--- src/rtl/subband_serializer.sv ---
// rtl/subband_serializer.sv - 2-slot ping-pong vector buffer streaming samples serially with index/ss tags
//
// Purpose: accepts one NUM_SAMPLES-wide subband vector per handshake into a
// two-entry ping-pong buffer and emits its samples one per cycle under
// valid/ready backpressure, tagged with sample index and granule slot (ss).
//
// Ports:
//   clk, rst                 clock, synchronous active-high reset
//   data_in, data_valid_in   parallel vector input and its valid
//   ready_out                a vector slot is free (registered)
//   data_out, data_valid_out serial sample and its valid (registered)
//   data_ready_in            downstream accepts the current sample
//   sample_idx_out, ss_out   index of data_out within its vector, granule slot
//   last_out                 current sample is the last of its vector
//   granule_last_out         last sample of the last vector of a granule
//   overflow_out             sticky: a vector was offered while both slots were full
//
// Configuration: define PCM16_SAT_EN to emit sign-extended, saturated 16-bit PCM
// (sample >>> FRAC_BITS clamped to [-32768, 32767]) instead of the raw sample.

module subband_serializer #(
  parameter int SAMPLE_WIDTH = 32,
  parameter int NUM_SAMPLES  = 32,
  parameter int NUM_SS       = 18,
  parameter int FRAC_BITS    = 15
) (
  input  logic                                     clk,
  input  logic                                     rst,
  input  logic [NUM_SAMPLES-1:0][SAMPLE_WIDTH-1:0] data_in,
  input  logic                                     data_valid_in,
  output logic                                     ready_out,
  output logic [SAMPLE_WIDTH-1:0]                  data_out,
  output logic                                     data_valid_out,
  input  logic                                     data_ready_in,
  output logic [4:0]                               sample_idx_out,
  output logic [4:0]                               ss_out,
  output logic                                     last_out,
  output logic                                     granule_last_out,
  output logic                                     overflow_out
);

  localparam logic [4:0] IDX_LAST = 5'(NUM_SAMPLES - 1);
  localparam logic [4:0] SS_LAST  = 5'(NUM_SS - 1);
  localparam logic signed [SAMPLE_WIDTH-1:0] PCM_MAX = 32767;
  localparam logic signed [SAMPLE_WIDTH-1:0] PCM_MIN = -32768;

  typedef enum logic {IDLE, STREAM} state_t;

  state_t state, state_next;

  logic [SAMPLE_WIDTH-1:0] mem [2][NUM_SAMPLES];
  logic [1:0] full, full_next;
  logic       wr_ptr, rd_ptr;
  logic       accept, transfer;
  logic       load, advance_vec, go_idle;
  logic       sel_slot;
  logic [4:0] sel_idx, ss_sel, ss_inc;
  logic [SAMPLE_WIDTH-1:0] sample_next;

  function automatic logic [SAMPLE_WIDTH-1:0] pcm16(input logic [SAMPLE_WIDTH-1:0] s);
    logic signed [SAMPLE_WIDTH-1:0] sh;
    sh = $signed(s) >>> FRAC_BITS;
    if (sh > PCM_MAX)      return PCM_MAX;
    else if (sh < PCM_MIN) return PCM_MIN;
    else                   return sh;
  endfunction

  assign accept   = data_valid_in && ready_out;
  assign transfer = data_valid_out && data_ready_in;
  assign ss_inc   = (ss_out == SS_LAST) ? 5'd0 : ss_out + 5'd1;

`ifdef PCM16_SAT_EN
  assign sample_next = pcm16(mem[sel_slot][sel_idx]);
`else
  assign sample_next = mem[sel_slot][sel_idx];
`endif

  always_ff @(posedge clk) begin
    if (rst) state <= IDLE;
    else     state <= state_next;
  end

  // Decides what the output register loads next. Slots are consumed in FIFO
  // order, so whenever any slot is full, rd_ptr points at the oldest one.
  always_comb begin
    state_next  = state;
    load        = 1'b0;
    advance_vec = 1'b0;
    go_idle     = 1'b0;
    sel_slot    = rd_ptr;
    sel_idx     = sample_idx_out;
    ss_sel      = ss_out;
    case (state)
      IDLE: begin
        if (full[rd_ptr]) begin
          state_next = STREAM;
          load       = 1'b1;
          sel_idx    = 5'd0;
        end
      end
      STREAM: begin
        if (transfer) begin
          if (sample_idx_out == IDX_LAST) begin
            advance_vec = 1'b1;
            ss_sel      = ss_inc;
            // Only a slot full before this edge may follow without a bubble.
            if (full[~rd_ptr]) begin
              load     = 1'b1;
              sel_slot = ~rd_ptr;
              sel_idx  = 5'd0;
            end else begin
              state_next = IDLE;
              go_idle    = 1'b1;
            end
          end else begin
            load    = 1'b1;
            sel_idx = sample_idx_out + 5'd1;
          end
        end
      end
      default: state_next = IDLE;
    endcase
    full_next = full;
    if (advance_vec) full_next[rd_ptr] = 1'b0;
    if (accept)      full_next[wr_ptr] = 1'b1;
  end

  always_ff @(posedge clk) begin
    if (accept) begin
      for (int i = 0; i < NUM_SAMPLES; i++) mem[wr_ptr][i] <= data_in[i];
    end
  end

  always_ff @(posedge clk) begin
    if (rst) begin
      full             <= 2'b00;
      wr_ptr           <= 1'b0;
      rd_ptr           <= 1'b0;
      ready_out        <= 1'b1;
      data_out         <= '0;
      data_valid_out   <= 1'b0;
      sample_idx_out   <= 5'd0;
      ss_out           <= 5'd0;
      last_out         <= 1'b0;
      granule_last_out <= 1'b0;
      overflow_out     <= 1'b0;
    end else begin
      full      <= full_next;
      ready_out <= ~&full_next;
      if (accept) wr_ptr <= ~wr_ptr;
      if (data_valid_in && !ready_out) overflow_out <= 1'b1;
      if (advance_vec) begin
        rd_ptr <= ~rd_ptr;
        ss_out <= ss_inc;
      end
      if (load) begin
        data_out         <= sample_next;
        data_valid_out   <= 1'b1;
        sample_idx_out   <= sel_idx;
        last_out         <= (sel_idx == IDX_LAST);
        granule_last_out <= (sel_idx == IDX_LAST) && (ss_sel == SS_LAST);
      end else if (go_idle) begin
        data_valid_out   <= 1'b0;
        sample_idx_out   <= 5'd0;
        last_out         <= 1'b0;
        granule_last_out <= 1'b0;
      end
    end
  end

endmodule
--- config.mk ---
export PLATFORM = sky130hd
export DESIGN_NAME = subband_serializer
export DESIGN_NICKNAME = d
export VERILOG_FILES = /design/src/rtl/subband_serializer.sv
export SDC_FILE = /design/constraint.sdc
export NUM_CORES = 2
export LEC_CHECK = 0
export ABC_CLOCK_PERIOD_IN_PS = 32100
export CAP_MARGIN = 5
export CORE_MARGIN = 1.5
export CORE_UTILIZATION = 40
export DETAILED_ROUTE_END_ITERATION = 10
export MAX_ROUTING_LAYER = met4
export PLACE_DENSITY = 0.6
export SLEW_MARGIN = 20
export SYNTH_ARGS = -nofsm -noshare
export SYNTH_HDL_FRONTEND = slang
export SYNTH_SLANG_ARGS = --single-unit
--- constraint.sdc ---
create_clock -name clk -period 32.1 [get_ports clk]
set_input_delay 3.21 -clock clk [delete_from_list [all_inputs] [get_ports clk]]
set_output_delay 3.21 -clock clk [all_outputs]
set_load 0.03 [all_outputs]
==> flow_summary_export.csv <==
group,metric,value,unit
run_status,status,"complete, no violations",
power_and_ir_drop,p_total,6.22,mW
synth,synth_seq_cells,2100,
setup_path,crit_chain,"clkdlybuf4s50_1 > nand3_2 > nor3b_4 > buf_4 > o21a_4 > buf_12 > buf_4 > buf_4 > nor2_2 > o21ai_0 > and4_1 > a41oi_1",
synth,synth_top_family_by_area,"simple AND/OR/NAND/NOR gates",
placed_design,dpl-instance-area,96800,µm²
sta,timing.final.crit_period,8.40,ns
sta,hold_viol_final,0,
setup_path,worst_path_most_repeated_cell,"buf_4",
global_routing,antenna_found_initial,179,
synth,yosysSeqAreaShare,0.752,
floorplan,std_cell_rows,167,
hold_path,min_from,"overflow_out",
floorplan,start_util,0.402,
clock_network,htreeDepth,4,
route,routed_wl,320,mm
sta,setup-tns-final,0,ns
hold_path,whs_path_depth,2,
setup_path,cp.required,32.83,ns
synth,synth_mux_area_frac,0.0263,
clock_network,cts_sinks,2100,
cells_and_area,final_nets,7810,
sta,fmax,119,MHz
setup_path,cpPeakStageDelay,0.75,ns
floorplan,die_w,459,µm
sta,slew_headroom,0.180,
synth,synth_common_cells,"2,048 x edfxtp_1, 1,278 x nand2_1, 356 x nand3_1, 227 x and3_1, 188 x mux2i_1",
route,wl_met1,128,mm
synth,synth_area_leader_cell,"edfxtp_1",
hold_path,hold_path.class,"flop to flop",
synth,avgSynthCellArea,14.4,µm²
setup_path,critPathLaunchType,"input pin",
clock_network,cts_buffers,218,
setup_path,rrSetupSlack,25.34,ns
synth,synth-edff-count,2048,
floorplan,die_h,459,µm
route,routed.top_layer,"met4",
synth,yosysWarningCount,0,
synth,synth-compound-area-share,0.0900,
clock_network,holdBufCountCts,0,
clock_network,clock_path_buffers,3,
global_routing,grt_max_degree,183,
flow_run,cap_violations,0,
route,drt_first_pass_iters,8,
clock_network,postCtsResizedCells,0,
synth,yosysMostFrequentCell,"edfxtp_1",
setup_path,cp_slowest_cell,"o21a_4",
power_and_ir_drop,vdd_drop_max,0.0000591,V
cells_and_area,area_delta_synth_final,25.7,%
sta,max_slew.worst_pin.slew,1.22,ns
synth,synth_top_area_share,0.739,
synth,synthFlopType,"edfxtp_1",
setup_path,r2r_end,"data_out[15]",
synth,synth_area_leaders,"edfxtp_1 74%, nand2_1 5.8%, mux2i_1 2.3%",
route,dr.first_iter.drc_count,7652,
clock_network,cts_tree,"yes",
synth,synth_area,83200,µm²
synth,syn_inst,5778,
route,drc,0,
placed_design,routabilityCongestion,0.906,
floorplan,core,207000,µm²
synth,synthArstFlopShare,0,
clock_network,cts_root_buf,"clkbuf_16",
placed_design,io_buffer_count,1074,
route,met2_length,146,mm
cells_and_area,fin_util,0.506,
floorplan,die_area,211000,µm²
clock_network,post-cts-setup-buffer-count,0,
cells_and_area,n_fill_cell,17600,
placed_design,dp_hpwl,224,mm
clock_network,insertion_delay,0.89,ns
route,ant_nets,0,
power_and_ir_drop,p_per_area,59.4,nW/µm²
setup_path,worst-setup-path-type,"input pin to flop",
cells_and_area,stdcell_area,105000,µm²
cells_and_area,drive_above_1_share,0.0788,
global_routing,first_global_vias,54300,
synth,syn_nets,6811,
route,wl_per_cell,32.6,µm
synth,ys_types,85,
global_routing,grt_pass1_wl,432,mm
hold_path,hold_path_end,"overflow_out",
global_routing,grtUsageTotal,0.304,
route,vias,57100,
global_routing,overflow,0,
placed_design,pre_cts_slack,22.78,ns
cells_and_area,fin_cells,9830,
sta,whs,0.477,ns
clock_network,clk_pin_slew,0.06,ns
route,viasPerCell,5.81,
power_and_ir_drop,p_leak,35.2,nW
setup_path,cp-end-kind,"flop",
setup_path,cp.arrival,9.13,ns
sta,finalClockSkew,0.0555,ns
floorplan,num_io_pins,1075,
synth,synth_xor_xnor_area_share,0.000316,
route,wl_met3,31.8,mm
setup_path,crit_fanout,126,
sta,finalSetupViolCount,0,
sta,rsz0062_at_grt,"no",
setup_path,ff2ff_path_depth,14,
sta,slew_viol_final,0,
synth,synth_adder_area_share,0.000752,
sta,worst_slack,23.70,ns
setup_path,r2r-start,"sample_idx_out[0]",
synth,synthSimpleGateAreaFrac,0.106,
sta,fin_crit_sh,0.262,
placed_design,place_inst,9259,
-- layout make-up --
cell class | instances | area, µm² | share of cell area
clock buffers | 269 | 5860 | 0.0560
well taps | 2704 | 3380 | 0.0324
inverters | 50 | 195 | 0.00187
clock inverters | 141 | 1430 | 0.0136
flip-flops and latches | 2100 | 62500 | 0.598
repair buffers | 1192 | 11900 | 0.113
diodes | 159 | 398 | 0.00380
multi-input cells | 3215 | 18900 | 0.181
-- registers in the layout, summed over array words and instances (netlist names) --
signal,count
ready_out,1
overflow_out,1
full,2
state,1
mem,2048
granule_last_out,1
sample_idx_out,5
ss_out,5
rd_ptr,1
last_out,1
data_out,32
wr_ptr,1
data_valid_out,1
-- report_power, final --
part / internal (mW) / switching (mW) / leakage (nW) / total, mW
Combinational: 0.171 / 0.245 / 12.1 / 0.416
Clock: 1.47 / 1.10 / 3.57 / 2.57
Sequential: 3.19 / 0.0423 / 19.6 / 3.23
Total: 4.83 / 1.38 / 35.2 / 6.22
-- cell families (layout without fill, tap and decap cells) --
family / after synthesis / in the layout
multiplexers: 215 / 215
buffers and inverters: 463 / 1652
flip-flops: 2100 / 2100
AO/OA/AOI/OAI: 1007 / 1007
XOR/XNOR: 3 / 3
other: 0 / 159
AND/OR/NAND/NOR: 1985 / 1985
adder cells (fa/ha/maj): 5 / 5
-- layer usage --
metal / global-route usage / up-vias
met4: 0.129 / 0
met1: 0.400 / 29000
li1: - / 24500
met2: 0.453 / 3155
met3: 0.0718 / 489
met5: - / -
-- worst max path at each step --
stage | start | end | slack, ns
6_report | data_ready_in | data_out[15] | 23.70
5_1_grt | data_ready_in | data_out[17] | 23.52
4_1_cts | data_ready_in | data_out[24] | 23.73
3_5_place_dp | data_ready_in | data_out[24] | 22.78
3_3_place_gp | data_ready_in | data_out[15] | 22.71
2_1_floorplan | data_valid_in | mem[1][0] | 4.14
-- cell usage in the layout, fill, tap and decap left out, drive strengths merged, types with 64 or more instances in the layout --
master,n
a211oi,150
a21oi,149
a221oi,69
a311o,64
a311oi,75
a31oi,119
and3,227
buf,119
clkbuf,269
clkdlybuf4s50,1073
clkinv,109
diode,159
edfxtp,2048
mux2i,189
nand2,1279
nand3,359
o211ai,120
-- critical path, delay by kind of cell --
family                 cells  cell delay, ns
AO/OA/AOI/OAI              3            1.09
buffers and inverters      5            2.97
AND/OR/NAND/NOR            4            1.48
Note: power is estimated with default switching activity, not from simulation.
